==> config.mk <==
export PLATFORM = sky130hd
export DESIGN_NAME = uart_tx_slave_flat
export DESIGN_NICKNAME = d
export VERILOG_FILES = /design/src/rtl/uart_tx_slave_if.sv /design/src/rtl/uart_tx_slave.sv /design/src/flat_wrapper.sv
export SDC_FILE = /design/constraint.sdc
export NUM_CORES = 1
export LEC_CHECK = 0
export CAP_MARGIN = 10
export CORE_MARGIN = 2
export CORE_UTILIZATION = 40
export CTS_BUF_LIST = sky130_fd_sc_hd__clkbuf_4
export DETAILED_ROUTE_END_ITERATION = 7
export PLACE_DENSITY = 0.65
export SYNTH_ARGS = -nofsm -noshare
export SYNTH_HDL_FRONTEND = slang
export SYNTH_SLANG_ARGS = --single-unit
export TNS_END_PERCENT = 100
==> constraint.sdc <==
create_clock -name clk -period 2.1 [get_ports clk]
set_input_delay 0.42 -clock clk [delete_from_list [all_inputs] [get_ports clk]]
set_output_delay 0.42 -clock clk [all_outputs]
set_load 0.03 [all_outputs]
==> src/rtl/uart_tx_slave_if.sv <==
// Bus port bundle for the memory-mapped UART transmitter.
// Signals:
//   req_i   request valid (driven by master)
//   we_i    1 = write, 0 = read
//   addr_i  byte address
//   data_i  write data
//   data_o  registered read data (driven by slave)
// Modports: master (core side), slave (uart_tx_slave).
interface uart_tx_slave_if;
  logic        req_i;
  logic        we_i;
  logic [31:0] addr_i;
  logic [31:0] data_i;
  logic [31:0] data_o;

  modport master (
    output req_i,
    output we_i,
    output addr_i,
    output data_i,
    input  data_o
  );

  modport slave (
    input  req_i,
    input  we_i,
    input  addr_i,
    input  data_i,
    output data_o
  );
endinterface

==> src/rtl/uart_tx_slave.sv <==
// Memory-mapped UART transmitter: 16-byte register window at BASE_ADDR,
// 4-entry byte FIFO, 8N1 LSB-first serializer on tx_o.
// Registers: 0x0 CTRL (bit0 tx_en), 0x4 STATUS (bit0 busy, bit1 full,
// bit2 overflow W1C), 0x8 BAUD (bits 15:0, min 2), 0xC TXDATA (WO).
// Ports:
//   clk     core clock
//   rst     synchronous active-high reset
//   bus     uart_tx_slave_if.slave (req_i, we_i, addr_i, data_i, data_o)
//   tx_o    serial line, idle high
//   busy_o  copy of STATUS bit0
// Build option: define UART_TX_PARITY_EN to add an even-parity bit (8E1).
module uart_tx_slave #(
  parameter logic [31:0] BASE_ADDR = 32'h3000_0000,
  parameter int unsigned BAUD_DIV  = 434
) (
  input  logic            clk,
  input  logic            rst,
  uart_tx_slave_if.slave  bus,
  output logic            tx_o,
  output logic            busy_o
);

  localparam logic [15:0] BaudRst = 16'(BAUD_DIV);

`ifdef UART_TX_PARITY_EN
  typedef enum logic [2:0] {StIdle, StStart, StData, StParity, StStop} state_e;
`else
  typedef enum logic [2:0] {StIdle, StStart, StData, StStop} state_e;
`endif

  state_e      r_state;
  logic        r_ctrl_en;
  logic        r_ovf;
  logic [15:0] r_baud;
  logic [7:0]  r_mem [4];
  logic [1:0]  r_wptr;
  logic [1:0]  r_rptr;
  logic [2:0]  r_count;
  logic [31:0] r_data_o;
  logic        r_tx;
  logic [7:0]  r_shift;
  logic [2:0]  r_idx;
  logic [15:0] r_period;
  logic [15:0] r_cnt;
  logic        r_parity;

  logic        w_hit;
  logic        w_wr;
  logic        w_rd;
  logic [1:0]  w_reg;
  logic        w_full;
  logic        w_busy;
  logic        w_pop;
  logic        w_push_req;
  logic        w_push;
  logic        w_ovf_set;
  logic [31:0] w_rdata;
  logic        w_unused_bits;

  assign w_hit      = bus.req_i && (bus.addr_i[31:4] == BASE_ADDR[31:4]);
  assign w_wr       = w_hit && bus.we_i;
  assign w_rd       = w_hit && !bus.we_i;
  assign w_reg      = bus.addr_i[3:2];
  assign w_full     = (r_count == 3'd4);
  assign w_busy     = (r_state != StIdle) || (r_count != 3'd0);
  assign w_pop      = (r_state == StIdle) && r_ctrl_en && (r_count != 3'd0);
  assign w_push_req = w_wr && (w_reg == 2'd3);
  // A same-cycle pop frees a slot, so a push into a full FIFO still lands.
  assign w_push     = w_push_req && (!w_full || w_pop);
  assign w_ovf_set  = w_push_req && w_full && !w_pop;
  assign w_unused_bits = ^{bus.data_i[31:16], bus.addr_i[1:0]};

  always_comb begin
    w_rdata = '0;
    unique case (w_reg)
      2'd0:    w_rdata = {31'd0, r_ctrl_en};
      2'd1:    w_rdata = {29'd0, r_ovf, w_full, w_busy};
      2'd2:    w_rdata = {16'd0, r_baud};
      default: w_rdata = '0;
    endcase
  end

  // Register file, FIFO pointers and read port.
  always_ff @(posedge clk) begin
    if (rst) begin
      r_ctrl_en <= 1'b0;
      r_ovf     <= 1'b0;
      r_baud    <= BaudRst;
      r_wptr    <= 2'd0;
      r_rptr    <= 2'd0;
      r_count   <= 3'd0;
      r_data_o  <= '0;
    end else begin
      if (w_wr) begin
        unique case (w_reg)
          2'd0: r_ctrl_en <= bus.data_i[0];
          2'd1: if (bus.data_i[2]) r_ovf <= 1'b0;
          2'd2: r_baud <= (bus.data_i[15:0] < 16'd2) ? 16'd2 : bus.data_i[15:0];
          default: ;
        endcase
      end
      if (w_ovf_set) r_ovf <= 1'b1;
      if (w_push) r_wptr <= r_wptr + 2'd1;
      if (w_pop) r_rptr <= r_rptr + 2'd1;
      unique case ({w_push, w_pop})
        2'b10:   r_count <= r_count + 3'd1;
        2'b01:   r_count <= r_count - 3'd1;
        default: ;
      endcase
      r_data_o <= w_rd ? w_rdata : '0;
    end
  end

  always_ff @(posedge clk) begin
    if (w_push) r_mem[r_wptr] <= bus.data_i[7:0];
  end

  // Serializer. r_cnt counts down the latched period; each state transition
  // reloads it, so every bit lasts exactly r_period cycles.
  always_ff @(posedge clk) begin
    if (rst) begin
      r_state  <= StIdle;
      r_tx     <= 1'b1;
      r_shift  <= 8'd0;
      r_idx    <= 3'd0;
      r_period <= BaudRst;
      r_cnt    <= 16'd0;
      r_parity <= 1'b0;
    end else begin
      unique case (r_state)
        StIdle: begin
          if (w_pop) begin
            r_shift  <= r_mem[r_rptr];
            r_parity <= ^r_mem[r_rptr];
            r_period <= r_baud;
            r_cnt    <= r_baud - 16'd1;
            r_tx     <= 1'b0;
            r_state  <= StStart;
          end
        end
        StStart: begin
          if (r_cnt == 16'd0) begin
            r_cnt   <= r_period - 16'd1;
            r_tx    <= r_shift[0];
            r_shift <= r_shift >> 1;
            r_idx   <= 3'd0;
            r_state <= StData;
          end else begin
            r_cnt <= r_cnt - 16'd1;
          end
        end
        StData: begin
          if (r_cnt == 16'd0) begin
            r_cnt <= r_period - 16'd1;
            if (r_idx == 3'd7) begin
`ifdef UART_TX_PARITY_EN
              r_tx    <= r_parity;
              r_state <= StParity;
`else
              r_tx    <= 1'b1;
              r_state <= StStop;
`endif
            end else begin
              r_tx    <= r_shift[0];
              r_shift <= r_shift >> 1;
              r_idx   <= r_idx + 3'd1;
            end
          end else begin
            r_cnt <= r_cnt - 16'd1;
          end
        end
`ifdef UART_TX_PARITY_EN
        StParity: begin
          if (r_cnt == 16'd0) begin
            r_cnt   <= r_period - 16'd1;
            r_tx    <= 1'b1;
            r_state <= StStop;
          end else begin
            r_cnt <= r_cnt - 16'd1;
          end
        end
`endif
        StStop: begin
          if (r_cnt == 16'd0) begin
            r_state <= StIdle;
          end else begin
            r_cnt <= r_cnt - 16'd1;
          end
        end
        default: r_state <= StIdle;
      endcase
    end
  end

  assign bus.data_o = r_data_o;
  assign tx_o       = r_tx;
  assign busy_o     = w_busy;

endmodule

==> src/flat_wrapper.sv <==
// flat-port wrapper written by rule: the top's interface ports become plain ports
module uart_tx_slave_flat 
#(
  parameter logic [31:0] BASE_ADDR = 32'h3000_0000,
  parameter int unsigned BAUD_DIV  = 434
)
  (clk, rst, tx_o, busy_o, bus_req_i, bus_we_i, bus_addr_i, bus_data_i, bus_data_o);
  uart_tx_slave_if bus_i ();
  input  logic clk;
  input  logic rst;
  output logic tx_o;
  output logic busy_o;
  input wire logic [$bits(bus_i.req_i)-1:0] bus_req_i;
  input wire logic [$bits(bus_i.we_i)-1:0] bus_we_i;
  input wire logic [$bits(bus_i.addr_i)-1:0] bus_addr_i;
  input wire logic [$bits(bus_i.data_i)-1:0] bus_data_i;
  output wire logic [$bits(bus_i.data_o)-1:0] bus_data_o;
  assign bus_i.req_i = bus_req_i;
  assign bus_i.we_i = bus_we_i;
  assign bus_i.addr_i = bus_addr_i;
  assign bus_i.data_i = bus_data_i;
  assign bus_data_o = bus_i.data_o;
  uart_tx_slave #(.BASE_ADDR(BASE_ADDR), .BAUD_DIV(BAUD_DIV)) u_core (.clk(clk), .rst(rst), .bus(bus_i), .tx_o(tx_o), .busy_o(busy_o));
endmodule
==> results of run 1 <==
## how the worst min path moves through the flow
stage / startpoint / to / slack, ns / cells past startpoint
global route: rst / u_core.r_cnt[12]$_SDFFE_PP0P_ / 0.26 / 2
detailed placement: u_core.r_period[15]$_SDFFE_PP0P_ / u_core.r_period[15]$_SDFFE_PP0P_ / 0.47 / 2
CTS: rst / u_core.r_cnt[12]$_SDFFE_PP0P_ / 0.24 / 2
global placement: u_core.r_shift[7]$_SDFFE_PP0P_ / u_core.r_shift[7]$_SDFFE_PP0P_ / 0.46 / 2
floorplan: u_core.r_period[15]$_SDFFE_PP0P_ / u_core.r_period[15]$_SDFFE_PP0P_ / 0.45 / 2
finish: rst / u_core.r_cnt[12]$_SDFFE_PP0P_ / 0.30 / 2
## final cells by class
cell class | instances | area (sq um)
Inverter | 20 | 77.6
Fill cell | 1341 | 6860
Antenna cell | 1 | 2.50
Sequential cell | 121 | 2750
Timing Repair Buffer | 180 | 1620
Clock buffer | 17 | 128
Multi-Input combinational cell | 473 | 3340
Clock inverter | 15 | 134
Tap cell | 188 | 235
## routing by layer
metal	global-route usage [%]	vias up	wire length, um
met4	6.59	0	244
met5	0	-	0
met1	26.4	2626	7550
li1	-	2635	-
met2	35.6	163	8410
met3	4.26	22	817
## what timing repair did
| item | CTS | global route |
|---|---|---|
| buffers inserted | 5 | 11 |
| cloned | 0 | 1 |
| endpoints found under the setup margin | 2 | 85 |
| pin swaps | 1 | 17 |
| gates resized for setup | 5 | 34 |
## cell families after synthesis
group	synth area share [%]
buffers and inverters	5.31
flip-flops	44.4
XOR/XNOR	5.68
other	0.0608
multiplexers	5.05
adder cells (fa/ha/maj)	3.37
AND/OR/NAND/NOR	22.8
AO/OA/AOI/OAI	13.3
## state kept, by name, indices dropped and copies added (netlist names), named ones only
name and count:
u_core.r_baud 16, u_core.r_count 3, u_core.bus.data_o 16, u_core.r_ctrl_en 1, u_core.tx_o 1, u_core.r_cnt 16
u_core.r_shift 8, u_core.r_period 16, u_core.r_mem 32, u_core.r_wptr 2, u_core.r_idx 3, u_core.r_ovf 1
u_core.r_state 2, u_core.r_rptr 2
## power by group through the flow
stage	registers [W]	logic, W	clock network [W]
final	0.00257	0.00312	0.00159
after floorplan	0.00263	0.00161	0
after global placement	0.00260	0.00270	0
after global routing	0.00258	0.00336	0.00171
after detailed placement	0.00261	0.00272	0
after CTS	0.00255	0.00277	0.00161
## cells in the mapped netlist, types with 9 or more instances
cell type | count | area (sq um)
dfxtp_1 | 89 | 1780
nand2_1 | 75 | 282
nor2_1 | 71 | 267
edfxtp_1 | 32 | 961
a21oi_1 | 24 | 120
clkbuf_1 | 23 | 86.3
xor2_1 | 23 | 201
inv_1 | 20 | 75.1
and2_1 | 17 | 106
buf_4 | 17 | 128
xnor2_1 | 17 | 149
a22oi_1 | 15 | 113
ha_1 | 15 | 188
nor3_1 | 14 | 70.1
nor4_1 | 14 | 87.6
o21ai_0 | 13 | 65.1
mux2i_1 | 12 | 120
nand3_1 | 11 | 55.1
a211oi_1 | 10 | 75.1
nand3b_1 | 9 | 67.6
## metrics by stage
stage	instances	hold WS (ns)	area, sq um	util (%)	power [W]
after floorplan	661	0.449	6270	-	0.00424
after global placement	965	0.462	7710	50.9	0.00530
final	1015	0.296	8280	54.7	0.00727
after CTS	1002	0.241	8020	53.0	0.00693
after detailed placement	965	0.471	7710	50.9	0.00532
after global routing	1015	0.262	8280	54.7	0.00765
==> key figures, run 1 <==
Status
  • Outcome: finished with violations
  • Violated checks: setup timing

Floorplan
  • Die Wd: approximately 130 um
  • Core ar.: between 0.015 and 0.02 sq mm
  • # rows: 45
  • Die area: between 0.015 and 0.02 sq mm
  • Initial Util: 40.8%
  • Die height: around 130 um
  • Top-level port count: around 100

Timing
  • Actual slew at the worst max-slew pin: about 0.5 ns
  • Final worst slack: -0.0749 ns
  • Unrepaired setup endpoints after global routing: true
  • Fmax: between 0.4 and 0.5 GHz
  • Fin. max-slew vios: 0
  • Final period util: 104%
  • Final Skew: about 0.01 ns
  • Fin. Hold Viols: 0
  • Fin crit period: about 2.2 ns
  • Final setup violation count: 1
  • Sum of negative setup slack: -0.0749 ns
  • Slew headroom: around two thirds

GRT
  • Vias in the first global route: 5402
  • Largest net degree at the start of global routing: 48
  • Initial antenna violation count: 1
  • First-pass GRT wire length: 26.8 mm
  • GRT Resource Usage Total: roughly a fifth
  • Congestion Overflow GR: 0

Critical path
  • Kind of critical path: reg2out
  • R2r startpoint: u_core.r_state[0]$_SDFFE_PP0P_
  • CP max FO: 4
  • Worst path arrival time: between 1.5 and 2 ns
  • Capturing element type of the critical path: primary output
  • CP top delay family: simple AND/OR/NAND/NOR gates
  • Critical Path End: busy_o
  • FF-to-FF End: u_core.r_cnt[12]$_SDFFE_PP0P_
  • Crit start category: flip-flop
  • Critical Path Stages: 5
  • CP cell instances: inv_2, ha_4, inv_4, or4_4, buf_6
  • Worst Path Buf+Inv: 3
  • Largest stage delay, worst path: ~0.44 ns
  • CP required: roughly 1.7 ns
  • Worst R2R Path Depth: 9
  • Reg2Reg Setup Slack: roughly 0.05 ns
  • Slowest CP cell: or4_4
  • Worst setup startpoint: u_core.r_state[0]$_SDFFE_PP0P_

Drt
  • 1st-pass router iterations: 5
  • Violation count after the first detailed-routing iteration: roughly 430
  • Via count: 5446
  • Routed wire length: roughly 17 mm
  • Antenna-violating nets left: 0
  • Vias/cell: ~5.4
  • Routed len/inst: between 15 and 20 um
  • Post-route DRC: 0

Placed design
  • Pre-CTS setup slack: -0.507 ns
  • GPL Wtd Cong: between 0.9 and 1
  • DP HPWL: around 12 mm
  • Port bufs: 67

Clocking
  • Bufs on Longest Clock Path: 2
  • CTS tree: done
  • Clk sinks: 121
  • TritonCTS Buffers: 17
  • Post-CTS Hold Buffers: 0
  • Clock root buffer: clkbuf_4
  • Clk_lat worst skew: around 0.54 ns
  • Reg clk slew, reported paths: ~0.10 ns
  • H-tree Lvls: 4

Power and ir drop
  • Reg power frac: 35.3%
  • PD cells: a little under 900 mW/mm^2
  • Clock Power Share: a little over a fifth
  • Net switching fraction of the power: between 30% and 40%
  • Comb pwr share: between 40% and 50%
  • Pleak: 3.13 nW
  • Sw Pwr: 0.00263 W
  • Worst ir drop on vdd: between 0.5 and 0.6 mV
  • Cell-internal power: 0.00465 W

Layout
  • Most frequent cells in the layout: 104 x buf_4, 83 x dfxtp_1, 74 x nand2_1, 68 x nor2_1, 65 x clkdlybuf4s50_1
  • Final net count: 897
  • Share of layout cells above drive strength 1: about a quarter
  • Most common cell after layout, fill and taps aside: buf_4
  • Layout area overhead: 34.2%

Synth
  • Synth unique cells: 74
  • EDFF count, synth: 32
  • Seq cells post-synth: ~120
  • Syn Std Cell Area: just over 0.006 sq mm
  • Main synth FF type: dfxtp_1
  • Sequential share of the synthesized area: 44.4%
  • Cells after synthesis: roughly 650
  • Syn_area_per_cell: between 9 and 10 sq um
  • Synth warn: 0
  • Asr flop ratio synth: 0%

Run
  • Max-cap violations: 0

Worst hold path
  • Hold Path Class: in2reg
(Power assumes the default switching activity.)
==> inputs of run 2 (changes only) <==
Settings changed: DONT_BUFFER_PORTS set to 1, PLACE_DENSITY 0.65 to unset.
==> run 2 against run 1 <==
  * The flow still finishes with violations (setup timing)
  * Via count fell by 7.0%
  * Non-clock buffer count fell by 102
  * Sequential power is essentially flat
  * Critical endpoint unchanged
  * Sequential cell count stayed put
==> key figures, run 2 (synthesis gave the netlist of run 1 again) <==
Layout
  • Max reg flops: 32
  • Most common cell after layout, fill and taps aside: dfxtp_1
  • Share of layout cells above drive strength 1: about a fifth
  • Biggest register: u_core.r_mem
  • Final net count: 795
  • Most frequent cells in the layout: 87 x dfxtp_1, 74 x nand2_1, 70 x nor2_1, 55 x buf_4, 32 x edfxtp_1
  • Layout area overhead: 18.0%
  • Filler cells: between 1k and 1.5k

Worst hold path
  • Hold Path Class: in2reg

Clocking
  • H-tree Lvls: 4
  • Clk_lat worst skew: about 0.56 ns
  • TritonCTS Buffers: 17
  • Clock root buffer: clkbuf_4
  • Clk sinks: around 120
  • Bufs on Longest Clock Path: 2
  • Reg clk slew, reported paths: about 0.1 ns
  • CTS tree: done

Critical path
  • CP required: between 1.5 and 2 ns
  • CP top delay family: simple AND/OR/NAND/NOR gates
  • CP cell instances: inv_2, ha_4, inv_4, or4_4
  • Crit start category: flip-flop
  • Kind of critical path: reg2out
  • Worst path arrival time: around 1.7 ns
  • CP max FO: 5
  • Worst Path Buf+Inv: 2
  • Capturing element type of the critical path: primary output
  • Largest stage delay, worst path: around 0.50 ns
  • Slowest CP cell: or4_4

Timing
  • Fin crit period: around 2.1 ns
  • Fmax: between 0.4 and 0.5 GHz
  • Final worst slack: -0.0300 ns
  • Final setup violation count: 1
  • Unrepaired setup endpoints after global routing: true
  • Final Skew: 0.0200 ns
  • Slew headroom: between 60% and 70%
  • Sum of negative setup slack: -0.0300 ns
  • Actual slew at the worst max-slew pin: 0.506 ns
  • Final period util: 101%
  • Fin. max-slew vios: 0
  • Fin. Hold Viols: 0

Drt
  • Antenna-violating nets left: 0
  • Via count: 5063
  • Post-route DRC: 0
  • Routed wire length: 15.7 mm
  • 1st-pass router iterations: 5
  • Vias/cell: between 5 and 6
  • Routed len/inst: approximately 17 um
  • Violation count after the first detailed-routing iteration: around 330

Placed design
  • Port bufs: 0
  • GPL Wtd Cong: a little over 0.9
  • DP HPWL: 11.1 mm

GRT
  • GRT Resource Usage Total: roughly 20%
  • Congestion Overflow GR: 0
  • GR Util met2: a little under a third
  • Met1 usage: a little over a quarter
  • Vias in the first global route: between 4k and 5k
  • Largest net degree at the start of global routing: 69
  • First-pass GRT wire length: approximately 25 mm
  • GRT busiest layer: met2
  • Initial antenna violation count: 1
  • Grt met3 use: approximately 4.5%

Power and ir drop
  • Worst ir drop on vdd: between 0.3 and 0.4 mV
  • Comb pwr share: roughly 38%
  • Net switching fraction of the power: 36.5%
  • Total Power: 0.00656 W
  • PD cells: about 900 mW/mm^2
  • Pleak: roughly 2.7 nW
  • Clock Power Share: between 20% and 30%
  • Cell-internal power: between 0.004 and 0.005 W
  • Reg power frac: 39.6%
  • Sw Pwr: roughly 0.0024 W

Run
  • Max-cap violations: 0

Floorplan
  • Die area: roughly 0.016 sq mm
  • Top-level port count: between 100 and 150
  • # rows: between 40 and 50
  • Die height: between 100 and 150 um
  • Initial Util: about two fifths
  • Die Wd: around 130 um
  • Core ar.: approximately 0.015 sq mm

Status
  • Violated checks: setup timing
  • Outcome: finished with violations
[run 2: worst reg2reg max path, delay by kind of cell (launching register included)]
family                     cells  cell delay (ns)
xor gates and xnor gates       1             0.18
DFF                            1             0.35
buffers and inverters          3             0.20
and+or+nand+nor                2             0.29
AOI/OAI and AO/OA              2             0.34
adders and majority gates      2             0.57
[run 2: metal layers]
| metal | up-vias | part of all wire [%] |
|---|---|---|
| li1 | 2431 | - |
| met1 | 2444 | 46 |
| met2 | 159 | 46 |
| met3 | 29 | 5.7 |
| met4 | 0 | 2.1 |
| met5 | - | 0 |
[run 2: final cells by class]
class	instances	area, sq um	share of cell area, %
Antenna cell	2	5.00	0.0687
Multi-Input combinational cell	473	3270	44.9
Clock buffer	19	143	1.96
Timing Repair Buffer	78	702	9.64
Inverter	20	77.6	1.07
Clock inverter	13	108	1.48
Sequential cell	121	2750	37.7
Tap cell	188	235	3.23
[run 2: path summary, 6_finish.rpt]
check | startpoint | end | slack, ns | cells past startpoint
worst min-delay path | bus_data_i[13] | u_core.r_baud[13]$_SDFFE_PP0P_ | 0.05 | 2
worst min register to register | u_core.r_shift[7]$_SDFFE_PP0P_ | u_core.r_shift[7]$_SDFFE_PP0P_ | 0.48 | 2
worst max register to register | u_core.r_state[1]$_SDFFE_PP0P_ | u_core.r_count[2]$_SDFFE_PP0P_ | 0.06 | 10
worst max-delay path | u_core.r_state[1]$_SDFFE_PP0P_ | busy_o | -0.03 | 4
[run 2: metrics by stage]
| stage | std cells | hold slack (ns) | utilization [%] | setup WS [ns] | cell area [sq um] |
|---|---|---|---|---|---|
| finish | 914 | 0.0537 | 48.1 | -0.0300 | 7280 |
| global route | 914 | 0.0152 | 48.1 | -0.117 | 7280 |
| CTS | 911 | 0.00476 | 47.6 | -0.0757 | 7200 |
| detailed placement | 862 | 0.461 | 44.6 | -0.0338 | 6750 |
| global placement | 862 | 0.452 | 44.6 | 0.00510 | 6750 |
| floorplan | 661 | 0.449 | - | 0.00110 | 6270 |
[run 2: timing repair]
item | in CTS | in global routing
buffers inserted | 0 | 0
hold endpoints to repair | 101 | 1
resized for setup | 5 | 12
hold buffers | 17 | 1
pin swaps | 0 | 2
endpoints found under the setup margin | 2 | 48
[run 2: power by group through the flow]
| stage | logic, W | registers, W | clock network [W] |
|---|---|---|---|
| after floorplan | 0.00161 | 0.00263 | 0 |
| after global placement | 0.00231 | 0.00264 | 0 |
| after detailed placement | 0.00232 | 0.00265 | 0 |
| after CTS | 0.00241 | 0.00259 | 0.00153 |
| after global routing | 0.00270 | 0.00261 | 0.00164 |
| final | 0.00248 | 0.00260 | 0.00148 |
